--- src/rtl/imem_loader_pkg.sv ---
// Shared definitions for the instruction memory loader and the CPU fetch stage.
package imem_loader_pkg;

    localparam int unsigned DEPTH_DEF      = 32;
    localparam int unsigned WORD_W         = 32;
    localparam int unsigned BYTE_W         = 8;
    localparam int unsigned BYTES_PER_WORD = WORD_W / BYTE_W;

    typedef enum logic [1:0] {
        ST_IDLE = 2'd0,
        ST_LOAD = 2'd1,
        ST_DONE = 2'd2
    } loader_state_t;

endpackage

--- src/rtl/imem_ram.sv ---
// Instruction storage: one synchronous write port, one asynchronous read port, no reset.
module imem_ram
    import imem_loader_pkg::*;
#(
    parameter int unsigned DEPTH = DEPTH_DEF,
    parameter int unsigned AW    = 5
) (
    input  logic              clk,
    input  logic              we,
    input  logic [AW-1:0]     waddr,
    input  logic [WORD_W-1:0] wdata,
    input  logic [AW-1:0]     raddr,
    output logic [WORD_W-1:0] rdata
);

    logic [WORD_W-1:0] mem [DEPTH];

    // Write port; contents deliberately survive reset.
    always_ff @(posedge clk) begin
        if (we) begin
            mem[waddr] <= wdata;
        end
    end

    assign rdata = mem[raddr];

endmodule

--- src/rtl/imem_loader.sv ---
// Loads a big-endian byte stream into instruction memory while the CPU can keep fetching.
module imem_loader
    import imem_loader_pkg::*;
#(
    parameter int unsigned DEPTH = DEPTH_DEF,
    parameter int unsigned AW    = 5
) (
    input  logic              clk,
    input  logic              rst_n,
    input  logic              start,
    input  logic [AW:0]       word_count,
    input  logic              abort,
    input  logic              byte_valid,
    input  logic [BYTE_W-1:0] byte_data,
    output logic              byte_ready,
    output logic              busy,
    output logic              done,
    output logic              err,
    input  logic [AW-1:0]     addr,
    output logic [WORD_W-1:0] data
);

    localparam int unsigned PART_W  = WORD_W - BYTE_W;
    localparam logic [AW:0] DEPTH_W = (AW+1)'(DEPTH);
    localparam logic [1:0]  LAST_IX = 2'(BYTES_PER_WORD - 1);

    loader_state_t     state, state_next;
    logic [AW:0]       count_q;
    logic [AW:0]       waddr_q;
    logic [1:0]        idx_q;
    logic [PART_W-1:0] part_q;

    logic busy_d, ready_d, done_d, err_d;
    logic load_c, accept_c, write_c, abort_c;
    logic count_ok_c;

    assign count_ok_c = (word_count != '0) && (word_count <= DEPTH_W);

    // Next-state decode and registered-output next values.
    always_comb begin
        state_next = state;
        err_d      = 1'b0;
        load_c     = 1'b0;
        accept_c   = 1'b0;
        write_c    = 1'b0;
        abort_c    = 1'b0;
        case (state)
            ST_IDLE: begin
                if (start) begin
                    if (count_ok_c) begin
                        load_c     = 1'b1;
                        state_next = ST_LOAD;
                    end else begin
                        err_d = 1'b1;
                    end
                end
            end
            ST_LOAD: begin
                // Abort wins over a byte offered in the same cycle.
                if (abort) begin
                    abort_c    = 1'b1;
                    state_next = ST_IDLE;
                end else if (byte_valid) begin
                    accept_c = 1'b1;
                    if (idx_q == LAST_IX) begin
                        write_c = 1'b1;
                        if (waddr_q + (AW+1)'(1) == count_q) begin
                            state_next = ST_DONE;
                        end
                    end
                end
            end
            ST_DONE: state_next = ST_IDLE;
            default: state_next = ST_IDLE;
        endcase
        busy_d  = (state_next == ST_LOAD);
        ready_d = (state_next == ST_LOAD);
        done_d  = (state_next == ST_DONE);
    end

    // State register and registered status outputs.
    always_ff @(posedge clk or negedge rst_n) begin
        if (!rst_n) begin
            state      <= ST_IDLE;
            busy       <= 1'b0;
            byte_ready <= 1'b0;
            done       <= 1'b0;
            err        <= 1'b0;
        end else begin
            state      <= state_next;
            busy       <= busy_d;
            byte_ready <= ready_d;
            done       <= done_d;
            err        <= err_d;
        end
    end

    // Word assembly: count latch, write address, byte index and partial word.
    always_ff @(posedge clk or negedge rst_n) begin
        if (!rst_n) begin
            count_q <= '0;
            waddr_q <= '0;
            idx_q   <= '0;
            part_q  <= '0;
        end else if (load_c) begin
            count_q <= word_count;
            waddr_q <= '0;
            idx_q   <= '0;
            part_q  <= '0;
        end else if (abort_c) begin
            idx_q  <= '0;
            part_q <= '0;
        end else if (write_c) begin
            waddr_q <= waddr_q + (AW+1)'(1);
            idx_q   <= '0;
            part_q  <= '0;
        end else if (accept_c) begin
            idx_q  <= idx_q + 2'd1;
            part_q <= {part_q[PART_W-BYTE_W-1:0], byte_data};
        end
    end

    imem_ram #(
        .DEPTH (DEPTH),
        .AW    (AW)
    ) u_ram (
        .clk   (clk),
        .we    (write_c),
        .waddr (waddr_q[AW-1:0]),
        .wdata ({part_q, byte_data}),
        .raddr (addr),
        .rdata (data)
    );

endmodule

--- config.mk ---
export PLATFORM = sky130hd
export DESIGN_NAME = imem_loader
export DESIGN_NICKNAME = d
export VERILOG_FILES = /design/src/rtl/imem_loader_pkg.sv /design/src/rtl/imem_ram.sv /design/src/rtl/imem_loader.sv
export SDC_FILE = /design/constraint.sdc
export NUM_CORES = 1
export LEC_CHECK = 0
export CELL_PAD_IN_SITES_DETAIL_PLACEMENT = 1
export CELL_PAD_IN_SITES_GLOBAL_PLACEMENT = 2
export CORE_MARGIN = 1.5
export CORE_UTILIZATION = 52
export DETAILED_ROUTE_END_ITERATION = 16
export GPL_TIMING_DRIVEN = 1
export PLACE_DENSITY_LB_ADDON = 0.1
export SETUP_SLACK_MARGIN = 0.02
export SYNTH_ARGS = -nofsm -noshare
export SYNTH_HDL_FRONTEND = slang
export SYNTH_HIERARCHICAL = 1
export SYNTH_SLANG_ARGS = --single-unit
export TNS_END_PERCENT = 20
--- constraint.sdc ---
create_clock -name clk -period 9 [get_ports clk]
set_input_delay 0.9 -clock clk [delete_from_list [all_inputs] [get_ports clk]]
set_output_delay 0.9 -clock clk [all_outputs]
set_load 0.01 [all_outputs]
; After elaboration in Yosys (flattened, before gate mapping)
; Memories as Yosys holds them, arrays and structs flattened.
; Index checks and enable logic that the tools add are counted.
[classes]
n_addsub = 2
n_lt_le_gt_ge = 1
n_eq_ne = 6
n_mux = 35
reduce_logical = 6
[ops]
columns = operator, count
row1 = 24-bit two-way mux, 4
row2 = 2-bit two-way mux, 10
row3 = 6-bit two-way mux, 3
row4 = 1-bit two-way mux, 17
row5 = 6-bit by 1-bit adder with 6-bit output (second input constant), 1
row6 = 6-bit equality test, 1
row7 = 6-bit <= comparator (second input constant), 1
row8 = 6-bit nonzero test, 1
row9 = 2-bit by 1-bit equality test with 1-bit output (second input constant), 2
row10 = 2-bit equality test (second input constant), 2
row11 = 2-bit one-hot mux with 2 select lines, 1
row12 = 4-bit nonzero test, 1
row13 = 2-bit by 1-bit adder with 2-bit output (second input constant), 1
row14 = 2-bit logical NOT, 1
row15 = 2-bit != test (second input constant), 1
row16 = 2-bit AND reduction, 1
row17 = 2-bit nonzero test, 1
row18 = 1-bit logical AND, 1
[totals]
reg_bits = 43
ramBits = 1024
input_bits = 24
out_inout_bits = 36
wordCells = 59
n_memories = 1
[mem_list]
columns = memory, depth, width, rd, rd_ports_with_merged_regs, wr, line_no
row1 = u_ram.mem, 32, 32, 1, 0, 1, imem_ram.sv:16  ; logic [WORD_W-1:0] mem [DEPTH];

; Longest topological paths before layout
; Gate-level depths: netlist of run 1.
[depth]
word_depth = 8
depth_mapped = 8
ltp_nobuf = 6

; Hierarchy
; Netlist of run 1, hierarchy kept.
[by_module_without_submodules]
columns = module, instances, cells_per_inst, area_each_um2, seq_area_each_um2
row1 = imem_ram, 1, 2228, 39844.5, 30749.5
row2 = imem_loader, 1, 146, 1890.6, 1076.0

; Worst setup path before layout of run 1
; No wires, ideal clock.
[synth_path]
kind = in2reg
from = in abort
to = mem u_ram.mem[28][0] (enable)
setup_time_ns = 0.421
arrival_ns = 3.913
required_time_ns = 8.579
setup_slack_ns = 4.666
path_stages = 8
path_buffers = 3
path_cell_list = or3b_1 buf_2 or2_1 clkbuf_1 inv_2 or3b_2 clkbuf_1 nor2_1
[synth_via]
elab_chain_len = 4
[synth_lines]
columns = element, line_no
row1 = from (decl), imem_loader.sv:12  ; input logic abort,
row2 = 1-bit two-way mux, imem_loader.sv:60  ; if (abort) begin
row3 = 1-bit two-way mux, imem_loader.sv:47  ; case (state)
row4 = net write_c, imem_loader.sv:34  ; logic load_c, accept_c, write_c, abort_c;
row5 = 1-bit two-way mux, imem_ram.sv:20  ; if (we) begin
row6 = 1-bit two-way mux (implied by the code), imem_ram.sv:21  ; mem[waddr] <= wdata;
row7 = to (decl), imem_ram.sv:16
; The timed path passes the listed nets, and every way through them passes these cells.

; Worst setup path in the final report of run 1
[layout_path]
from = in addr[1]
to = out data[1]
[layout_via]
elab_chain_len = 1
[layout_lines]
columns = element, line_no
row1 = from (decl), imem_loader.sv:19  ; input logic [AW-1:0] addr,
row2 = memory 32 x 32 bit, -
row3 = to (decl), imem_loader.sv:20  ; output logic [WORD_W-1:0] data
; No other way between the ends.

==> impl_metrics.py, run 1 <==
metrics = {
    "logic_synthesis": {
        "mappedNetlistNets": 2400,
        "synth_commonest_cells": "edfxtp_1, mux2i_1, nand3_1",
        "synthDominantCellAreaShare_pct": 73.7,
        "synth_cells": 2374,
        "post-synth-top-count-cell": "edfxtp_1",
        "synth_seq_area_share_pct": 76.3,
        "post-synth-top-area-cell": "edfxtp_1",
        "synthesis.yosys.warnings": 6,
        "synth.area.top_cells": "edfxtp_1, mux2i_1, dfrtp_1",
        "synth_flop_cell": "edfxtp_1",
        "syn-cell-area_um2": 41700,
        "post_synth_edffs": 1024,
        "post_synth_num_cell_types": 47,
        "ys_ff_latch": 1067,
        "synth_async_sr_flop_share_pct": 4.03,
        "mapped_avg_cell_area_um2": 17.6,
    },
    "power_and_ir_drop": {
        "power_switching_share_pct": 20.8,
        "powerDensity_nw_per_um2": 219,
        "seqPwrFrac_pct": 53.5,
        "p_int_uw": 8150,
        "power_frac_comb_pct": 4.3,
        "leakage_uw": 0.0156,
        "power_switching_uw": 2140,
        "vdd_drop_max_mv": 0.155,
        "p_clk_share_pct": 42.2,
    },
    "timing": {
        "layout_setup_ws_ns": 3.71,
        "report.final.hold_viol_count": 0,
        "clock.fmax_mhz": 189,
        "worst_pin_slew_ns": 1.26,
        "setup_violators_final": 0,
        "fin_tns_setup_ns": 0,
        "worst_slew_margin_rel_pct": 15.5,
        "period_share_pct": 58.7,
        "final.setup_skew_ns": 0.0187,
        "layout_min_cycle_time_ns": 5.29,
        "rsz_0062_raised_after_global_routing": "false",
        "drv_slew": 0,
    },
    "placed_design": {
        "placement.setup.worst_slack_ns": 3.72,
        "hpwl_mm": 55.2,
        "placement.cell_area_um2": 43500,
        "port_buffers": 59,
        "place.gp.congestion": 0.737,
        "inst_count_dp": 3397,
    },
    "clock_tree": {
        "postCtsHoldBufs": 0,
        "clk_latency_worst_skew_pair_ns": 0.66,
        "clk_pin_slew_worst_paths_ns": 0.06,
        "tritoncts": "done",
        "cts.htree.levels": 3,
        "cts_inserted_buffers": 107,
        "cts.root.buffer_cell": "clkbuf_16",
        "ctsLongestPathBuffers": 3,
        "cts_sinks": 1067,
        "post_cts_resized": 0,
        "post_cts_buffers": 0,
    },
    "global_route": {
        "grt_first_pass_wirelength_mm": 159,
        "grt_pass1_vias": 23576,
        "largest_net_degree_at_the_start_of_global_routing": 131,
        "total_gr_overflow": 0,
        "gr-usage-all-layers_pct": 26.9,
        "number_of_antenna_violations_at_the_first_check_in_global_routing": 1,
    },
    "worst_setup_path": {
        "r2r_start": "state[1]$_DFF_PN0_",
        "arr_time_crit_path_ns": 4.39,
        "cp_max_fo": 46,
        "worst_r2r_dst": "u_ram/mem[27][19]$_DFFE_PP_",
        "endpoint_kind": "output pin",
        "reg2regPathDepth": 6,
        "regToRegSetupSlack_ns": 4.98,
        "worstSetupEndpoint": "data[1]",
        "start_kind": "input pin",
        "path_class": "in -> out",
        "timing.critical_path.required_ns": 8.10,
        "startpoint": "addr[1]",
    },
    "routing": {
        "first_pass_iters": 5,
        "dr.first_iter.drc_count": 1846,
        "drc": 0,
        "number_of_nets_still_failing_antenna_checks_after_routing": 0,
        "wire_length_per_cell_um": 30.5,
        "routed_wirelength_mm": 110,
        "post_drt_via_cell_ratio": 6.26,
        "via_count": 22496,
    },
    "floorplan": {
        "io_pins": 60,
        "dieArea_um2": 82000,
        "die_w_um": 286,
        "chipHeight_um": 286,
        "rows": 103,
        "core_um2": 79300,
        "initial_utilization_pct": 52.7,
    },
    "cells_and_area": {
        "nets": 2482,
        "post_route_cells_drive_above_1_share_pct": 10.7,
        "synthesis_to_finish_area_growth_pct": 12.5,
        "final_cells": 3596,
        "final_core_util_pct": 59.2,
        "layout.cell_area.non_filler_um2": 46900,
    },
    "outcome": {
        "status": "finished, final reports clean",
    },
    "hold_path": {
        "min-delay-path-class": "in -> async",
    },
    "run": {
        "drv_cap": 0,
    },
}
==> kinds of logic (layout without fill, tap and decap cells) <==
| logic type | after synthesis | after routing | share of synthesized area, % |
|---|---|---|---|
| fa+ha+maj | 2 | 2 | 0.0599 |
| simple gates | 308 | 308 | 3.44 |
| flops | 1067 | 1067 | 76.3 |
| buf+inv | 138 | 309 | 2.04 |
| mux | 521 | 521 | 12.5 |
| other cells | 0 | 1 | 0 |
| compound gates | 328 | 328 | 5.48 |
| xor+xnor | 10 | 10 | 0.210 |
==> metrics by stage <==
step           hold slack (ns)  total power, µW
2_1_floorplan            0.470             5860
3_3_place_gp             0.489             6040
6_report                 0.377            10300
4_1_cts                  0.370            10400
3_5_place_dp             0.495             6050
5_1_grt                  0.405            10600
==> power by group through the flow <==
stage	registers (µW)	logic, µW	clock network (µW)
after global placement	5600	434	0
after detailed placement	5610	442	0
after global routing	5510	468	4590
final	5500	441	4340
after floorplan	5590	279	0
after CTS	5500	444	4420
==> flip-flops by register name (all words and copies together) (netlist names) <==
signal	flops
u_ram/mem	1024
err	1
state	2
part_q	24
busy	1
idx_q	2
count_q	6
waddr_q	6
done	1
==> cells in the final DEF, fill, tap and decap left out, drive strengths merged, types with 32 or more instances in the layout <==
master / synthesis / final
nand2: 102 / 102
nor2: 38 / 38
a31oi: 32 / 32
a21oi: 100 / 100
a22oi: 96 / 96
mux2i: 513 / 513
a22o: 89 / 89
clkinv: 0 / 42
edfxtp: 1024 / 1024
clkdlybuf4s50: 0 / 57
dfrtp: 43 / 43
buf: 86 / 53
nor3: 36 / 36
nand3: 106 / 106
clkbuf: 50 / 145
==> worst max-delay path, cell delays in order <==
cell and delay [ns]:
clkdlybuf4s50_1 0.62, and2b_4 0.75, buf_4 0.73, a22o_1 0.24, nor3_1 0.06, a31oi_1 0.35, nand3_1 0.16, clkdlybuf4s50_1 0.51
==> cell type report <==
type | instances | area (µm²)
clock buffers | 145 | 2970
repair buffers | 110 | 1050
clock inverters | 53 | 449
well taps | 1050 | 1310
multi-input cells | 1169 | 9330
inverters | 1 | 3.75
diodes | 1 | 2.50
flip-flops and latches | 1067 | 31800
fillers | 6969 | 32300
==> how the worst min path moves through the flow <==
stage               depth (start not counted)                 start  slack [ns]                      to
global placement                            1  idx_q[1]$_DFFE_PN0P_        0.49    idx_q[1]$_DFFE_PN0P_
global route                                2                 rst_n        0.41  count_q[5]$_DFFE_PN0P_
detailed placement                          1  idx_q[1]$_DFFE_PN0P_        0.50    idx_q[1]$_DFFE_PN0P_
CTS                                         2                 rst_n        0.37           err$_DFF_PN0_
finish                                      2                 rst_n        0.38  count_q[5]$_DFFE_PN0P_
floorplan                                   1  idx_q[1]$_DFFE_PN0P_        0.47    idx_q[1]$_DFFE_PN0P_
==> per-layer routing <==
layer / part of all wire [%] / vias up / GRT usage, %
met5: 0 / - / 0
met1: 43 / 12058 / 37.5
li1: - / 9584 / -
met4: 2.4 / 0 / 7.78
met2: 49 / 691 / 44.8
met3: 5.3 / 163 / 3.12
No activity file was read; power rests on OpenSTA's default activity.
==> run 2: changes to the inputs <==
CORE_UTILIZATION = 43   (was 52)
clock period = 4.3 ns   (was 9 ns; I/O delays follow)
==> run 2 against run 1 <==
Compared with the run above:
- largest cell class unchanged
- critical path depth stayed put
- combinational power is 130% higher
- final cell count is 8.6% higher
- sequential share of layout area is 2.1 points lower
==> impl_metrics.py, run 2 (synthesis gave the netlist of run 1 again) <==
metrics = {
    "floorplan": {
        "core_um2": 96400,
        "die_w_um": 315,
        "io_pins": 60,
        "initial_utilization_pct": 43.3,
        "rows": 114,
        "dieArea_um2": 98900,
        "chipHeight_um": 315,
    },
    "placed_design": {
        "place.gp.congestion": 0.757,
        "port_buffers": 59,
        "placement.setup.worst_slack_ns": 0.572,
        "hpwl_mm": 65.6,
    },
    "timing": {
        "worst_hold_slack_ns": 0.364,
        "rsz_0062_raised_after_global_routing": "false",
        "fin_tns_setup_ns": 0,
        "worst_pin_slew_ns": 1.28,
        "report.final.hold_viol_count": 0,
        "setup_violators_final": 0,
        "worst_slew_margin_rel_pct": 14.2,
        "drv_slew": 0,
        "clock.fmax_mhz": 276,
        "final.setup_skew_ns": 0.0249,
        "layout_min_cycle_time_ns": 3.62,
        "layout_setup_ws_ns": 0.676,
        "period_share_pct": 84.3,
    },
    "worst_setup_path": {
        "cp_max_fo": 17,
        "reg2regPathDepth": 6,
        "cpMaxStageDelayCell": "clkdlybuf4s50_1",
        "start_kind": "input pin",
        "r2r_start": "state[1]$_DFF_PN0_",
        "worst_r2r_dst": "u_ram/mem[8][29]$_DFFE_PP_",
        "timing.critical_path.buf_inv": 3,
        "path_cells": "clkdlybuf4s50_1 > and2b_4 > buf_4 > a22o_1 > nor3_1 > a31oi_1 > nand3_1 > clkdlybuf4s50_1",
        "critical-path-max-stage-delay_ns": 0.61,
        "timing.critical_path.required_ns": 3.87,
        "endpoint_kind": "output pin",
        "cp_top_family": "buffers and inverters",
        "cpMostUsedCell": "clkdlybuf4s50_1",
        "worst-path-stages": 8,
        "path_class": "in -> out",
        "regToRegSetupSlack_ns": 1.02,
        "arr_time_crit_path_ns": 3.19,
    },
    "routing": {
        "post_drt_via_cell_ratio": 5.76,
        "wire_length_per_cell_um": 29.6,
        "number_of_nets_still_failing_antenna_checks_after_routing": 0,
        "via_count": 22486,
        "routed_wirelength_mm": 116,
        "drc": 0,
        "first_pass_iters": 5,
        "dr.first_iter.drc_count": 1971,
    },
    "run": {
        "drv_cap": 0,
    },
    "power_and_ir_drop": {
        "leakage_uw": 0.0162,
        "vdd_drop_max_mv": 0.356,
        "powerDensity_nw_per_um2": 460,
    },
    "clock_tree": {
        "clk_pin_slew_worst_paths_ns": 0.06,
        "cts_sinks": 1067,
        "cts_inserted_buffers": 111,
        "post_cts_resized": 0,
        "cts.htree.levels": 3,
        "clk_latency_worst_skew_pair_ns": 0.70,
        "ctsLongestPathBuffers": 3,
        "tritoncts": "done",
        "cts.root.buffer_cell": "clkbuf_16",
    },
    "global_route": {
        "total_gr_overflow": 0,
        "largest_net_degree_at_the_start_of_global_routing": 61,
        "grt_first_pass_wirelength_mm": 168,
        "gr-usage-all-layers_pct": 23.6,
        "grt_pass1_vias": 23616,
        "number_of_antenna_violations_at_the_first_check_in_global_routing": 1,
    },
    "cells_and_area": {
        "final_core_util_pct": 50.3,
        "max_reg_flops": 1024,
        "top_register": "u_ram/mem",
        "leading_cell_types_in_the_layout_fill_and_taps_excluded": "edfxtp_1, mux2i_1, clkbuf_16",
        "nets": 2556,
        "post_route_cells_drive_above_1_share_pct": 13.8,
        "final_common_cell": "edfxtp_1",
        "final.fill_count": 8942,
        "reg_top3": "u_ram/mem (1024), part_q (24)",
        "synthesis_to_finish_area_growth_pct": 16.1,
    },
    "hold_path": {
        "min-delay-path-class": "in -> async",
    },
    "outcome": {
        "status": "finished, final reports clean",
    },
}
[run 2: cell count changes in the layout (fill, tap and decap cells not counted), moves of 4 or more]
| cell | delta |
|---|---|
| buf_4 | +39 |
| buf_12 | +30 |
| bufinv_16 | +5 |
| clkbuf_1 | -5 |
| clkbuf_8 | +4 |
| clkinv_1 | -4 |
| clkinvlp_4 | +4 |
[run 2: how the worst max path moves through the flow]
stage | start | end | slack, ns
3_5_place_dp | abort | u_ram/mem[8][30]$_DFFE_PP_ | 0.57
6_report | addr[1] | data[27] | 0.68
4_1_cts | addr[1] | data[13] | 0.61
5_1_grt | addr[1] | data[13] | 0.50
3_3_place_gp | abort | u_ram/mem[8][29]$_DFFE_PP_ | 0.65
2_1_floorplan | abort | u_ram/mem[28][0]$_DFFE_PP_ | 0.44
[run 2: report_power, final]
group	internal [µW]	switching, µW	total (µW)
sequential	11400	110	11500
combinational	392	609	1000
clock	5740	4030	9770
[run 2: worst register-to-register path, stage by stage, from the launching register on]
cell and delay, ns:
dfrtp_1 0.40, or3b_1 0.49, or2_1 0.39, inv_2 0.19, or3b_2 0.70, nor2_4 0.58
buf_12 0.23
[run 2: repair_timing]
action                                 CTS  global route
setup buffers                            0             0
endpoints found under the hold margin   43             0
hold buffers                             1             0
[run 2: through the flow]
step	power, µW	instance area [µm²]	std cells
final	22300	48500	3906
after global routing	23000	48500	3905
after CTS	22500	48500	3904
after detailed placement	12800	44700	3692
after global placement	12700	44700	3692
after floorplan	12300	41700	2374
[run 2: per-layer routing]
metal  track usage (%)  share of wire [%]
met1              33.7                 45
met2              38.5                 48
met3              3.37                4.5
met4              5.54                2.0
met5                 0                  0
[run 2: final cells by class]
class	count	area, µm²	share of cell area, %
antenna	2	5.00	0.0103
clock buffer	145	3030	6.25
clock inverter	66	717	1.48
inverter	1	3.75	0.00775
multi-input combinational	1169	9330	19.3
sequential	1067	31800	65.7
tap	1276	1600	3.29
timing repair buffer	180	1950	4.03
==> run 3: changes to the inputs <==
CORE_UTILIZATION = 48   (was 43)
clock period = 3.5 ns   (was 4.3 ns; I/O delays follow)
==> run 3 against run 2 <==
Compared with the run above:
- core utilization increased by 6.5 points
- sequential share of layout area decreased by 0.22 points
- critical endpoint is now data[5]
- final cell count decreased by 2.6%
- via count is 0.62% higher
- clock skew down 0.0032 ns
- critical path type unchanged
- combinational power up 27%
- global-route usage up 2.1 points
==> impl_metrics.py, run 3 (synthesis gave the netlist of run 1 again) <==
metrics = {
    "global_route": {
        "grt_first_pass_wirelength_mm": 166,
        "gr-usage-all-layers_pct": 25.7,
        "largest_net_degree_at_the_start_of_global_routing": 55,
        "number_of_antenna_violations_at_the_first_check_in_global_routing": 0,
        "grt_pass1_vias": 24073,
        "total_gr_overflow": 0,
    },
    "floorplan": {
        "chipHeight_um": 298,
        "dieArea_um2": 88700,
        "io_pins": 60,
        "core_um2": 85700,
        "initial_utilization_pct": 48.7,
        "die_w_um": 298,
        "rows": 107,
    },
    "routing": {
        "post_drt_via_cell_ratio": 5.94,
        "routedLengthMet1_mm": 48.1,
        "wire_length_per_cell_um": 29.8,
        "routed_wirelength_mm": 113,
        "number_of_nets_still_failing_antenna_checks_after_routing": 0,
        "first_pass_iters": 4,
        "drc": 0,
        "via_count": 22625,
        "dr_wl_met2_mm": 56.4,
        "dr.first_iter.drc_count": 1753,
        "maxUsedRoutingLayer": "met4",
        "routed-wl-met3_mm": 5.20,
    },
    "worst_setup_path": {
        "start_kind": "input pin",
        "timing.critical_path.buf_inv": 4,
        "critical-path-max-stage-delay_ns": 0.59,
        "cp_top_family": "buffers and inverters",
        "cpMaxStageDelayCell": "clkdlybuf4s50_1",
        "arr_time_crit_path_ns": 3.05,
        "endpoint_kind": "output pin",
        "path_class": "in -> out",
        "cp_max_fo": 17,
        "cpMostUsedCell": "clkdlybuf4s50_1",
        "startpoint": "addr[2]",
        "r2r_start": "state[1]$_DFF_PN0_",
        "timing.critical_path.required_ns": 3.15,
        "path_cells": "clkdlybuf4s50_1 > nor2b_4 > buf_12 > buf_4 > a22oi_1 > a31oi_1 > nand3_1 > clkdlybuf4s50_1",
    },
    "clock_tree": {
        "cts.htree.levels": 3,
        "cts_inserted_buffers": 110,
        "post_cts_buffers": 0,
        "tritoncts": "done",
        "cts.root.buffer_cell": "clkbuf_16",
        "clk_pin_slew_worst_paths_ns": 0.06,
        "cts_sinks": 1067,
        "clk_latency_worst_skew_pair_ns": 0.68,
        "ctsLongestPathBuffers": 3,
    },
    "timing": {
        "worst_slew_margin_rel_pct": 12.0,
        "final.setup_skew_ns": 0.0217,
        "clock.fmax_mhz": 294,
        "worst_pin_slew_ns": 1.32,
        "layout_setup_ws_ns": 0.0964,
        "period_share_pct": 97.2,
        "layout_min_cycle_time_ns": 3.40,
        "report.final.hold_viol_count": 0,
        "drv_slew": 0,
        "rsz_0062_raised_after_global_routing": "false",
        "setup_violators_final": 0,
    },
    "cells_and_area": {
        "synthesis_to_finish_area_growth_pct": 16.5,
        "nets": 2592,
        "reg_top3": "u_ram/mem (1024), part_q (24)",
        "layout.cell_area.non_filler_um2": 48600,
        "max_reg_flops": 1024,
        "final_common_cell": "edfxtp_1",
        "leading_cell_types_in_the_layout_fill_and_taps_excluded": "edfxtp_1, mux2i_1, clkbuf_16",
        "top_register": "u_ram/mem",
        "insertedDiodeCount": 0,
        "post_route_cells_drive_above_1_share_pct": 14.7,
    },
    "power_and_ir_drop": {
        "vdd_drop_max_mv": 0.423,
        "powerDensity_nw_per_um2": 558,
        "leakage_uw": 0.0164,
    },
    "outcome": {
        "status": "finished, final reports clean",
    },
    "placed_design": {
        "placement.cell_area_um2": 45000,
        "placement.setup.worst_slack_ns": 0.136,
        "hpwl_mm": 65.3,
        "place.gp.congestion": 0.790,
        "port_buffers": 59,
    },
    "run": {
        "drv_cap": 0,
    },
    "hold_path": {
        "min-delay-path-class": "in -> async",
    },
}
==> run 3: changes by cell type in the layout (fill, tap and decap cells not counted), moves of 2 or more <==
cell        before  now
bufinv_16       13   10
diode_2          2    0
clkbuf_1        23   28
buf_4           84  108
clkinv_8         2    0
clkinv_4         2    0
buf_12          36   49
clkinvlp_4       6    3
==> run 3: final cells by class <==
type / count / area, µm²
clock buffer: 152 / 3080
clock inverter: 56 / 543
fill: 7646 / 37100
inverter: 1 / 3.75
multi-input combinational: 1169 / 9340
sequential: 1067 / 31800
tap: 1144 / 1430
timing repair buffer: 217 / 2390
==> run 3: worst reg2reg max path: cells and delay by family (launching register included) <==
kind	cells	cell delay, ns
and+or+nand+nor	4	1.62
DFF	1	0.40
buffers and inverters	2	0.40
==> run 3: metrics by stage <==
stage	setup TNS (ns)	instances	utilization [%]	hold WS, ns	total power (µW)
after global placement	0	3597	52.5	0.424	15700
after floorplan	-81.96	2374	-	0.0544	15100
after CTS	0	3806	56.7	0.247	27400
final	0	3806	56.7	0.247	27100
after detailed placement	0	3597	52.5	0.435	15700
after global routing	0	3806	56.7	0.265	27800
==> run 3: worst paths after layout <==
path / end / slack, ns / depth (start not counted)
setup / recovery: data[5] / 0.1 / 8
hold / removal: part_q[15]$_DFFE_PN0P_ / 0.25 / 2
setup reg to reg: u_ram/mem[8][14]$_DFFE_PP_ / 0.73 / 6
hold reg to reg: idx_q[1]$_DFFE_PN0P_ / 0.52 / 1
max in group asynchronous: waddr_q[4]$_DFFE_PN0P_ / 2.41 / 3
min in group clk: count_q[1]$_DFFE_PN0P_ / 0.34 / 2
==> run 3: report_power, final <==
part | internal (µW) | leakage (µW) | total (µW) | switching [µW]
sequential | 14000 | 0.00907 | 14100 | 131
clock | 6880 | 0.00178 | 11700 | 4820
combinational | 518 | 0.00557 | 1270 | 751
total | 21400 | 0.0164 | 27100 | 5700
==> run 3: timing repair <==
| item | CTS | global route |
|---|---|---|
| endpoints found under the setup margin | 0 | 1 |
| hold buffers | 1 | 0 |
| resized for setup | 0 | 1 |
| endpoints found under the hold margin | 20 | 0 |
==> run 3: layer usage <==
metal	vias up	GRT usage, %
li1	9842	-
met1	12018	34.4
met2	573	43.7
met3	192	3.58
met4	0	8.07
met5	-	0
